File: config.mk
export PLATFORM = sky130hd
export DESIGN_NAME = cosim_vec_driver_flat
export DESIGN_NICKNAME = d
export VERILOG_FILES = /design/src/rtl/cosim_pkg.sv /design/src/rtl/cosim_vec_driver_if.sv /design/src/rtl/cosim_lfsr_step.sv /design/src/rtl/cosim_vec_driver.sv /design/src/flat_wrapper.sv
export SDC_FILE = /design/constraint.sdc
export NUM_CORES = 1
export LEC_CHECK = 0
export ABC_CLOCK_PERIOD_IN_PS = 2100
export BUFFER_PORTS_ARGS = -buffer_cell sky130_fd_sc_hd__buf_2
export CORE_AREA = 5 5 212 214
export DETAILED_ROUTE_END_ITERATION = 10
export DIE_AREA = 0 0 217 219
export SYNTH_ARGS = -nofsm -noshare
export SYNTH_HDL_FRONTEND = slang
export SYNTH_SLANG_ARGS = --single-unit
File: constraint.sdc
create_clock -name clk -period 2.1 [get_ports clk]
set_clock_uncertainty 0.1 [all_clocks]
set_input_delay 0.42 -clock clk [delete_from_list [all_inputs] [get_ports clk]]
set_output_delay 0.42 -clock clk [all_outputs]
set_load 0.01 [all_outputs]
File: src/rtl/cosim_pkg.sv
// Shared definitions for the co-simulation vector driver: default width,
// the LFSR/MISR feedback polynomial and the run-control state encoding.
package cosim_pkg;
  localparam int WIDTH_DEFAULT = 128;
  // x^128 + x^7 + x^2 + x + 1
  localparam logic [127:0] POLY = 128'h87;

  typedef enum logic [1:0] {IDLE, RUN, DONE} state_e;
endpackage

File: src/rtl/cosim_vec_driver_if.sv
// Control, stimulus and response bundle between the vector driver and its
// environment; master is the driver side.
interface cosim_vec_driver_if
  import cosim_pkg::*;
#(
  parameter int WIDTH = WIDTH_DEFAULT,
  parameter int CNTW  = 16
);
  logic             start;
  logic             pause;
  logic [WIDTH-1:0] seed;
  logic [CNTW-1:0]  nvec;
  logic [WIDTH-1:0] stim_out;
  logic             stim_valid;
  logic [WIDTH-1:0] dut_out;
  logic             busy;
  logic             done;
  logic [WIDTH-1:0] signature;
  logic [CNTW-1:0]  count;

  modport master (
    input  start, pause, seed, nvec, dut_out,
    output stim_out, stim_valid, busy, done, signature, count
  );

  modport slave (
    output start, pause, seed, nvec, dut_out,
    input  stim_out, stim_valid, busy, done, signature, count
  );
endinterface

File: src/rtl/cosim_lfsr_step.sv
// One Galois shift of x over POLY, xor-folded with din. Shared by the
// stimulus LFSR (din = 0) and the response MISR (din = DUT output).
module cosim_lfsr_step
  import cosim_pkg::*;
#(
  parameter int WIDTH = WIDTH_DEFAULT
) (
  input  logic [WIDTH-1:0] x,
  input  logic [WIDTH-1:0] din,
  output logic [WIDTH-1:0] y
);
  localparam logic [WIDTH-1:0] POLY_W = POLY[WIDTH-1:0];

  assign y = {x[WIDTH-2:0], 1'b0} ^ (x[WIDTH-1] ? POLY_W : '0) ^ din;
endmodule

File: src/rtl/cosim_vec_driver.sv
// Applies nvec pseudo-random vectors to a combinational DUT and compacts
// the responses into a MISR signature; pause freezes the run.
module cosim_vec_driver
  import cosim_pkg::*;
#(
  parameter int WIDTH = WIDTH_DEFAULT,
  parameter int CNTW  = 16
) (
  input  logic                clk,
  input  logic                rst_n,
  cosim_vec_driver_if.master  bus
);
  localparam logic [WIDTH-1:0] ONE = WIDTH'(1);

  state_e           state_q, state_d;
  logic [WIDTH-1:0] lfsr_q, lfsr_d;
  logic [WIDTH-1:0] misr_q, misr_d;
  logic [CNTW-1:0]  cnt_q, cnt_d;
  logic [CNTW-1:0]  nvec_q, nvec_d;

  logic [WIDTH-1:0] lfsr_nxt, misr_nxt;
  logic [CNTW-1:0]  cnt_inc;
  logic             vld;

  cosim_lfsr_step #(.WIDTH(WIDTH)) u_lfsr_step (
    .x   (lfsr_q),
    .din ('0),
    .y   (lfsr_nxt)
  );

  cosim_lfsr_step #(.WIDTH(WIDTH)) u_misr_step (
    .x   (misr_q),
    .din (bus.dut_out),
    .y   (misr_nxt)
  );

  assign vld     = (state_q == RUN) && !bus.pause;
  assign cnt_inc = cnt_q + CNTW'(1);

  always_comb begin
    state_d = state_q;
    lfsr_d  = lfsr_q;
    misr_d  = misr_q;
    cnt_d   = cnt_q;
    nvec_d  = nvec_q;
    case (state_q)
      IDLE, DONE: begin
        if (bus.start) begin
          // An all-zero seed would lock the LFSR at zero
          lfsr_d  = (bus.seed == '0) ? ONE : bus.seed;
          misr_d  = '0;
          cnt_d   = '0;
          nvec_d  = bus.nvec;
          state_d = (bus.nvec != '0) ? RUN : DONE;
        end
      end
      RUN: begin
        if (vld) begin
          lfsr_d = lfsr_nxt;
          misr_d = misr_nxt;
          cnt_d  = cnt_inc;
          if (cnt_inc == nvec_q) state_d = DONE;
        end
      end
      default: state_d = IDLE;
    endcase
  end

  always_ff @(posedge clk) begin
    if (!rst_n) begin
      state_q <= IDLE;
      lfsr_q  <= ONE;
      misr_q  <= '0;
      cnt_q   <= '0;
      nvec_q  <= '0;
    end else begin
      state_q <= state_d;
      lfsr_q  <= lfsr_d;
      misr_q  <= misr_d;
      cnt_q   <= cnt_d;
      nvec_q  <= nvec_d;
    end
  end

  assign bus.stim_out   = lfsr_q;
  assign bus.stim_valid = vld;
  assign bus.busy       = (state_q == RUN);
  assign bus.done       = (state_q == DONE);
  assign bus.signature  = misr_q;
  assign bus.count      = cnt_q;
endmodule

File: src/flat_wrapper.sv
// flat-port wrapper written by rule: the top's interface ports become plain ports
module cosim_vec_driver_flat import cosim_pkg::*;
#(
  parameter int WIDTH = WIDTH_DEFAULT,
  parameter int CNTW  = 16
)
  (clk, rst_n, bus_start, bus_pause, bus_seed, bus_nvec, bus_dut_out, bus_stim_out, bus_stim_valid, bus_busy, bus_done, bus_signature, bus_count);
  cosim_vec_driver_if #(.WIDTH(WIDTH), .CNTW(CNTW)) bus_i ();
  input  logic clk;
  input  logic rst_n;
  input wire logic [$bits(bus_i.start)-1:0] bus_start;
  input wire logic [$bits(bus_i.pause)-1:0] bus_pause;
  input wire logic [$bits(bus_i.seed)-1:0] bus_seed;
  input wire logic [$bits(bus_i.nvec)-1:0] bus_nvec;
  input wire logic [$bits(bus_i.dut_out)-1:0] bus_dut_out;
  output wire logic [$bits(bus_i.stim_out)-1:0] bus_stim_out;
  output wire logic [$bits(bus_i.stim_valid)-1:0] bus_stim_valid;
  output wire logic [$bits(bus_i.busy)-1:0] bus_busy;
  output wire logic [$bits(bus_i.done)-1:0] bus_done;
  output wire logic [$bits(bus_i.signature)-1:0] bus_signature;
  output wire logic [$bits(bus_i.count)-1:0] bus_count;
  assign bus_i.start = bus_start;
  assign bus_i.pause = bus_pause;
  assign bus_i.seed = bus_seed;
  assign bus_i.nvec = bus_nvec;
  assign bus_i.dut_out = bus_dut_out;
  assign bus_stim_out = bus_i.stim_out;
  assign bus_stim_valid = bus_i.stim_valid;
  assign bus_busy = bus_i.busy;
  assign bus_done = bus_i.done;
  assign bus_signature = bus_i.signature;
  assign bus_count = bus_i.count;
  cosim_vec_driver #(.WIDTH(WIDTH), .CNTW(CNTW)) u_core (.clk(clk), .rst_n(rst_n), .bus(bus_i));
endmodule
==> impl_metrics.tcl, run 1 <==
set metrics [dict create \
    crit_path_cell_trace "or3b_4, clkinv_4, buf_6" \
    setup_viol 0 \
    drt-total-wl_um 55400 \
    async_flop_share 0 \
    dieArea_sq_mm 0.0475 \
    cp_slowest_stage_delay_ns 0.47 \
    rsz0062_at_grt "true" \
    clock_latency_ns 0.53 \
    crit_type "reg -> out" \
    p_per_area_mw_per_mm2 812 \
    hold_viol_final 0 \
    worstPathArrival_ns 1.55 \
    final_max_slew_viol_count 0 \
    place_area_sq_mm 0.0176 \
    die_w_um 217 \
    syn_nets 1997 \
    ys.flop_type "dfxtp_1" \
    period_needed_ns 2.07 \
    status "complete, no violations" \
    worst_pin_slew_ns 0.675 \
    synth_edf_count 0 \
    drive_gt1_frac 0.308 \
    vdd_drop_max_uv 384 \
    coreArea_sq_mm 0.0427 \
    crit_path_end_kind "output pin" \
    p_switching_mw 4.46 \
    crit_slowest_cell "or3b_4" \
    swShare 0.291 \
    p_comb_frac 0.179 \
    drtPass1Iterations 5 \
    critical_path.top_delay_family "simple AND/OR/NAND/NOR gates" \
    clk_pin_slew_ns 0.06 \
    synth_area_sq_mm 0.0142 \
    synth_top_area_cell "dfxtp_1" \
    power_mw 15.4 \
    h-tree-depth 2 \
    grt_antenna_before_repair 9 \
    fillers 4328 \
    synth_cell_types 52 \
    grt_max_degree 126 \
    drt_iter0_drc 1173 \
    critPathMaxFanout 6 \
    yosysMostFrequentCell "nand2_1" \
    crit_required_ns 1.58 \
    met1Wirelength_um 23000 \
    dp.cells 2723 \
    critPathLaunchType "flip-flop" \
    hold_buffers 0 \
    pin_count 551 \
    numCtsBuffers 35 \
    synth_area_leaders "dfxtp_1, nand2_1, nand3_1, o211a_1, xor2_1" \
    leakage_nw 9.75 \
    root_buffer "clkbuf_16" \
    finalNetCount 2496 \
    stdcell_count 2792 \
    grt_pass1_vias 14090 \
    wl_per_cell_um 19.9 \
    hp-class "in -> reg" \
    io_buffers 550 \
    wl_met2_um 26200 \
    yosys_warnings 0 \
    grt_pass1_wl_um 82700 \
    ys_top_cells_by_count "nand2_1, dfxtp_1, nand3_1" \
    gp_congestion 0.981 \
    top_layer_used "met5" \
    maxCapViolations 0 \
    route.detailed.drc 0 \
    wl_met3_um 4790 \
    start_util 0.332 \
    fin_ws_ns 0.0253 \
    place_ws_ns -0.218 \
    rrSetupSlack_ns 0.12 \
    vias 14509 \
    relSlewSlack 0.546 \
    grt_overflow 0 \
    design_area_sq_mm 0.0189 \
    antenna_left 0 \
    max_freq_mhz 482 \
    clockBufferDepth 3 \
    seq_power_share 0.407 \
    viasPerCell 5.20 \
    synth_seq_area_share 0.409 \
    cts.sinks 290 \
    syn_inst 1720 \
    synth-seq-cells 290 \
    row_count 76 \
    die_y_um 219 \
    path_buf_inv 2 \
    cts_tree "yes" \
    min_period_over_period 0.988 \
    netlist.area_leader.share 0.409 \
    avgSynthCellArea_sq_um 8.25 \
    gr-usage-all-layers 0.217 \
    syn_to_final_growth_pct 33.3 \
    clkPwrFrac 0.414 \
    p_int_mw 10.9 \
    place_hpwl_um 41100 \
]
## what timing repair did
| action | in CTS | in global routing |
|---|---|---|
| endpoints found under the setup margin | 2 | 4 |
| pin swaps | 1 | 2 |
| setup buffers | 0 | 4 |
| gates resized for setup | 7 | 2 |
| gates cloned | 0 | 1 |
## final timing paths
path | from | to | cells after the start
setup / recovery | u_core.state_q[1] | bus_stim_valid | 3
hold / removal | bus_nvec[7] | u_core.nvec_q[7] | 3
setup reg to reg | u_core.bus.count[1] | u_core.state_q[0] | 6
hold reg to reg | u_core.bus.stim_out[7] | u_core.bus.stim_out[7] | 2
## kinds of logic (layout without fill, tap and decap cells)
logic type	after synthesis	count (layout)	share of synthesized area
AOI/OAI and AO/OA	326	326	0.192
and+or+nand+nor	794	794	0.254
other	0	2	0
muxes	2	2	0.00141
xor gates and xnor gates	153	153	0.0945
buffers and inverters	154	678	0.0479
adders and majority gates	1	1	0.000882
DFF	290	290	0.409
## worst reg2reg max path, delay by kind of cell, from the launching register on
kind / cells / cell delay (ns)
flip-flops: 1 / 0.33
AO/OA/AOI/OAI: 3 / 0.60
adder cells (fa/ha/maj): 1 / 0.17
AND/OR/NAND/NOR: 2 / 0.64
## state kept, by name, summed over array words and instances (netlist names)
signal                cells
u_core.state_q            2
u_core.bus.signature    128
u_core.nvec_q            16
u_core.bus.count         16
u_core.bus.stim_out     128
## routing by layer
layer | up-vias | global-route usage
li1 | 6959 | -
met2 | 561 | 0.365
met1 | 6887 | 0.275
met5 | - | 0
met4 | 14 | 0.0607
met3 | 88 | 0.0600
## layout make-up
cell class / instances / area, sq um / share of cell area
multi-input cells: 1276 / 7740 / 0.410
diodes: 2 / 5.00 / 0.000265
flip-flops and latches: 290 / 5810 / 0.307
repair inverters: 1 / 8.76 / 0.000463
well taps: 546 / 683 / 0.0361
repair buffers: 613 / 3440 / 0.182
inverters: 2 / 25.0 / 0.00132
clock buffers: 45 / 963 / 0.0510
clock inverters: 17 / 223 / 0.0118
## metrics by stage
stage / utilization / hold slack (ns) / setup TNS [ns]
floorplan: - / 0.355 / 0
global placement: 0.413 / 0.364 / -0.269
detailed placement: 0.413 / 0.374 / -0.239
CTS: 0.441 / 0.0121 / -0.00940
global route: 0.443 / 0.0265 / -0.0138
finish: 0.443 / 0.0477 / 0
## power by group through the flow
| stage | logic (mW) | registers, mW | clock network, mW |
|---|---|---|---|
| 2_1_floorplan | 1.32 | 6.45 | 0 |
| 3_3_place_gp | 2.71 | 6.36 | 0 |
| 3_5_place_dp | 2.73 | 6.36 | 0 |
| 4_1_cts | 2.75 | 6.25 | 6.53 |
| 5_1_grt | 3.01 | 6.30 | 6.74 |
| 6_report | 2.74 | 6.25 | 6.36 |
## cell usage in the layout (no fill, tap or decap), types with 5 or more instances in the layout
master / instances
buf_2: 548
nand2_1: 425
dfxtp_1: 287
nand3_1: 256
a21boi_0: 147
xor2_1: 137
o211a_1: 125
buf_4: 47
nor4_1: 39
clkbuf_16: 35
xnor2_1: 16
buf_12: 16
nand4_1: 14
o21ai_0: 13
nor2_1: 12
a21oi_1: 11
o211ai_1: 8
clkinv_2: 8
nor2b_1: 7
and2_1: 6
clkbuf_8: 6
nor3_1: 5
a31oi_1: 5
clkbuf_1: 5
bufinv_16: 5
(Power assumes the default switching activity.)
==> inputs of run 2 (changes only) <==
--- a/config.mk
+++ b/config.mk
@@ -6,7 +6,7 @@
 export NUM_CORES = 1
 export LEC_CHECK = 0
 export ABC_CLOCK_PERIOD_IN_PS = 2100
-export BUFFER_PORTS_ARGS = -buffer_cell sky130_fd_sc_hd__buf_2
+export BUFFER_PORTS_ARGS = -buffer_cell sky130_fd_sc_hd__buf_4
 export CORE_AREA = 5 5 212 214
 export DETAILED_ROUTE_END_ITERATION = 10
 export DIE_AREA = 0 0 217 219
==> run 2 against run 1 <==
Sequential share of layout area shrank 2.4 points. Global-route usage grew 0.49 points. Critical endpoint unchanged. Total power grew 3.9%. Largest power group unchanged. Die area is the same.
==> impl_metrics.tcl, run 2 (synthesis results as in run 1) <==
set metrics [dict create \
    status "complete, no violations" \
    vias 14568 \
    place_hpwl_um 42300 \
    grt_max_degree 110 \
    row_count 76 \
    stdcell_count 2803 \
    met1Wirelength_um 22400 \
    worstPathArrival_ns 1.52 \
    hold_buffers 0 \
    drt-total-wl_um 56300 \
    drtPass1Iterations 6 \
    leakage_nw 10.1 \
    cts_tree "yes" \
    top_layer_used "met5" \
    critPathMaxFanout 5 \
    grt_pass1_wl_um 84000 \
    p_switching_mw 4.51 \
    cts.sinks 290 \
    root_buffer "clkbuf_16" \
    setup_viol 0 \
    place_ws_ns -0.346 \
    wl_per_cell_um 20.1 \
    clockBufferDepth 3 \
    seq_power_share 0.393 \
    antenna_left 0 \
    drive_gt1_frac 0.313 \
    crit_path_end_kind "output pin" \
    rrSetupSlack_ns 0.15 \
    p_int_mw 11.4 \
    crit_required_ns 1.58 \
    diodes 0 \
    p_per_area_mw_per_mm2 779 \
    critPathLaunchType "flip-flop" \
    coreArea_sq_mm 0.0427 \
    design_area_sq_mm 0.0205 \
    drt_iter0_drc 1116 \
    min_period_over_period 0.971 \
    wl_met2_um 27300 \
    final_max_slew_viol_count 0 \
    die_w_um 217 \
    wl_met3_um 5050 \
    hp-class "in -> reg" \
    place_area_sq_mm 0.0191 \
    clk_pin_slew_ns 0.06 \
    grt_antenna_before_repair 1 \
    maxCapViolations 0 \
    seq_area_sq_mm 0.00581 \
    fillers 4175 \
    start_util 0.332 \
    grt_pass1_vias 14235 \
    numCtsBuffers 37 \
    mostFrequentLayoutCells "buf_4, nand2_1, dfxtp_1" \
    dp.cells 2733 \
    grt_overflow 0 \
    max_freq_mhz 490 \
    dieArea_sq_mm 0.0475 \
    syn_to_final_growth_pct 44.3 \
    vdd_drop_max_uv 373 \
    h-tree-depth 2 \
    p_comb_frac 0.195 \
    fin_ws_ns 0.0603 \
    crit_type "reg -> out" \
    swShare 0.283 \
    clock_latency_ns 0.54 \
    die_y_um 219 \
    period_needed_ns 2.04 \
    multi_input_area_sq_mm 0.00775 \
    io_buffers 550 \
    gp_congestion 0.969 \
    final_common_cell "buf_4" \
    gr-usage-all-layers 0.222 \
    pin_count 551 \
    fin_util 0.479 \
    clkPwrFrac 0.412 \
    relSlewSlack 0.602 \
    finalNetCount 2508 \
    rsz0062_at_grt "true" \
    route.detailed.drc 0 \
    viasPerCell 5.20 \
    hold_viol_final 0 \
    worst_pin_slew_ns 0.592 \
]
==> run 2: cell count changes in the layout (fill, tap and decap cells not counted), sizes merged <==
| cell | delta |
|---|---|
| buf | +10 |
| clkinvlp | -1 |
| bufinv | -3 |
| clkinv | -2 |
| clkbuf | +9 |
| diode | -2 |
==> run 2: critical path, cell delays in order, from the launching register on <==
cell and delay, ns:
dfxtp_1 0.32, or3b_4 0.40, inv_4 0.11, buf_4 0.15
==> run 2: path summary, 6_finish.rpt <==
check	cells after the start	startpoint	to
max reg2reg	6	u_core.bus.count[1]	u_core.state_q[0]
max	3	u_core.state_q[0]	bus_stim_valid
min	3	bus_nvec[0]	u_core.nvec_q[0]
min reg2reg	2	u_core.nvec_q[1]	u_core.nvec_q[1]
==> run 2: stage by stage <==
step	setup TNS, ns	hold slack [ns]	power [mW]
global placement	-0.532	0.367	9.46
floorplan	0	0.355	7.77
detailed placement	-0.968	0.378	9.49
finish	0	0.0479	15.9
CTS	0	0.00855	16.1
global route	-0.00187	0.0431	16.6
==> run 2: layout make-up <==
type | count | area share
inverter | 2 | 0.00110
timing repair inverter | 1 | 0.000428
clock inverter | 11 | 0.00599
multi-input combinational | 1276 | 0.379
tap | 546 | 0.0334
sequential | 290 | 0.284
timing repair buffer | 623 | 0.240
clock buffer | 54 | 0.0563
==> run 2: metal layers <==
metal | vias to the layer above | global-route usage
met5 | - | 0
met4 | 2 | 0.0678
met3 | 80 | 0.0676
met2 | 565 | 0.381
met1 | 6921 | 0.268
li1 | 7000 | -
==> run 2: power groups by stage <==
| stage | clock (mW) | sequential (mW) | combinational [mW] |
|---|---|---|---|
| 2_1_floorplan | 0 | 6.45 | 1.32 |
| 3_3_place_gp | 0 | 6.37 | 3.08 |
| 3_5_place_dp | 0 | 6.38 | 3.11 |
| 4_1_cts | 6.75 | 6.27 | 3.12 |
| 5_1_grt | 6.94 | 6.32 | 3.39 |
| 6_report | 6.56 | 6.27 | 3.11 |
==> run 2: timing repair <==
action	4_1_cts	5_1_grt
setup endpoints to repair	4	4
buffers inserted	1	3
gates resized for setup	2	5
pin swaps	0	5
cloned	0	1
==> inputs of run 3 (changes only) <==
==> constraint.sdc (replaced) <==
create_clock -name clk -period 2.1 [get_ports clk]
set_clock_uncertainty 0.1 [all_clocks]
set_input_delay 0.42 -clock clk [delete_from_list [all_inputs] [get_ports clk]]
set_output_delay 0.42 -clock clk [all_outputs]
set_load 0.1 [all_outputs]
==> run 3 against run 2 <==
Via count fell by 0.55%. Clock power fell by 3.4%. Hold slack got worse by 0.0063 ns. Die area unchanged. Global-route usage is 0.37 points lower. First-iteration DRC count shrank 11%. Utilization shrank 0.25 points. Highest routed layer unchanged.
==> impl_metrics.tcl, run 3 (synthesis results as in run 1) <==
set metrics [dict create \
    status "complete, no violations" \
    cp_slowest_stage_delay_ns 0.41 \
    fin_util 0.477 \
    power_mw 18.2 \
    clockBufferDepth 3 \
    hp-class "in -> reg" \
    viasPerCell 5.19 \
    rsz0062_at_grt "false" \
    place_ws_ns -0.0794 \
    diodes 0 \
    fin_ws_ns 0.0529 \
    vias 14488 \
    critPathMaxFanout 4 \
    crit_path_cell_trace "or3b_4, clkinv_4, buf_12" \
    start_util 0.332 \
    h-tree-depth 2 \
    gp_congestion 0.932 \
    crit_path_end_kind "output pin" \
    place_hpwl_um 41400 \
    wl_per_cell_um 19.8 \
    coreArea_sq_mm 0.0427 \
    leakage_nw 10.1 \
    dp.cells 2724 \
    final_max_slew_viol_count 0 \
    syn_to_final_growth_pct 43.6 \
    min_period_over_period 0.975 \
    whs_ns 0.0416 \
    clk_pin_slew_ns 0.06 \
    setup_viol 0 \
    final_common_cell "buf_4" \
    drt_iter0_drc 998 \
    dieArea_sq_mm 0.0475 \
    antenna_left 0 \
    grt_pass1_wl_um 82700 \
    vdd_drop_max_uv 800 \
    finalNetCount 2497 \
    hold_viol_final 0 \
    maxCapViolations 0 \
    mostFrequentLayoutCells "buf_4, nand2_1, dfxtp_1" \
    die_w_um 217 \
    die_y_um 219 \
    worstPathArrival_ns 1.53 \
    crit_slowest_cell "or3b_4" \
    grt_pass1_vias 14064 \
    drt-total-wl_um 55300 \
    stdcell_count 2793 \
    cts.sinks 290 \
    numCtsBuffers 36 \
    period_needed_ns 2.05 \
    crit_required_ns 1.58 \
    hold_buffers 0 \
    cts_tree "yes" \
    grt_max_degree 95 \
    p_per_area_mw_per_mm2 894 \
    drtPass1Iterations 5 \
    clock_latency_ns 0.54 \
    crit_type "reg -> out" \
    gr-usage-all-layers 0.218 \
    grt_antenna_before_repair 1 \
    pin_count 551 \
    worst_pin_slew_ns 0.628 \
    route.detailed.drc 0 \
    drive_gt1_frac 0.315 \
    critPathLaunchType "flip-flop" \
    root_buffer "clkbuf_16" \
    max_freq_mhz 489 \
    row_count 76 \
    grt_overflow 0 \
    relSlewSlack 0.581 \
    io_buffers 550 \
]
run 3: critical path: cells and delay by family (launching register included):
| family | cells | cell delay (ns) |
|---|---|---|
| buffers and inverters | 2 | 0.23 |
| DFF | 1 | 0.34 |
| and+or+nand+nor | 1 | 0.41 |
run 3: cell type report:
| class | count | area (sq um) |
|---|---|---|
| clock buffers | 53 | 1090 |
| clock inverters | 12 | 125 |
| fillers | 4148 | 22300 |
| inverters | 2 | 25.0 |
| multi-input cells | 1277 | 7760 |
| flip-flops and latches | 290 | 5840 |
| well taps | 546 | 683 |
| repair buffers | 613 | 4850 |
run 3: power breakdown:
part | leakage [nW] | switching, mW | total (mW) | internal [mW]
logic | 7.06 | 4.08 | 5.60 | 1.52
registers | 2.39 | 0.370 | 6.26 | 5.89
clock network | 0.605 | 2.50 | 6.34 | 3.85
run 3: repair_timing:
item	in CTS	in global routing
setup buffers	2	1
pin swaps	1	1
gates cloned	0	1
gates resized for setup	10	1
endpoints found under the setup margin	3	6
run 3: final timing paths:
| check | startpoint | endpoint | slack (ns) | depth (start not counted) |
|---|---|---|---|---|
| hold reg to reg | u_core.nvec_q[15] | u_core.nvec_q[15] | 0.37 | 2 |
| setup reg to reg | u_core.bus.count[1] | u_core.state_q[0] | 0.10 | 6 |
| setup / recovery | u_core.state_q[1] | bus_stim_valid | 0.05 | 3 |
| hold / removal | bus_nvec[12] | u_core.nvec_q[12] | 0.04 | 3 |
run 3: layer usage:
layer  share of wire  vias up  GRT usage
met5         0.00036        -          0
met4           0.039        2     0.0851
met3           0.091       86     0.0739
met2            0.47      526      0.361
met1            0.40     6899      0.263
li1                -     6975          -
run 3: through the flow:
stage | area, sq um | setup TNS (ns)
2_1_floorplan | 14200 | -0.114
3_3_place_gp | 19100 | -0.117
3_5_place_dp | 19100 | -0.128
4_1_cts | 20300 | 0
5_1_grt | 20400 | 0
6_report | 20400 | 0
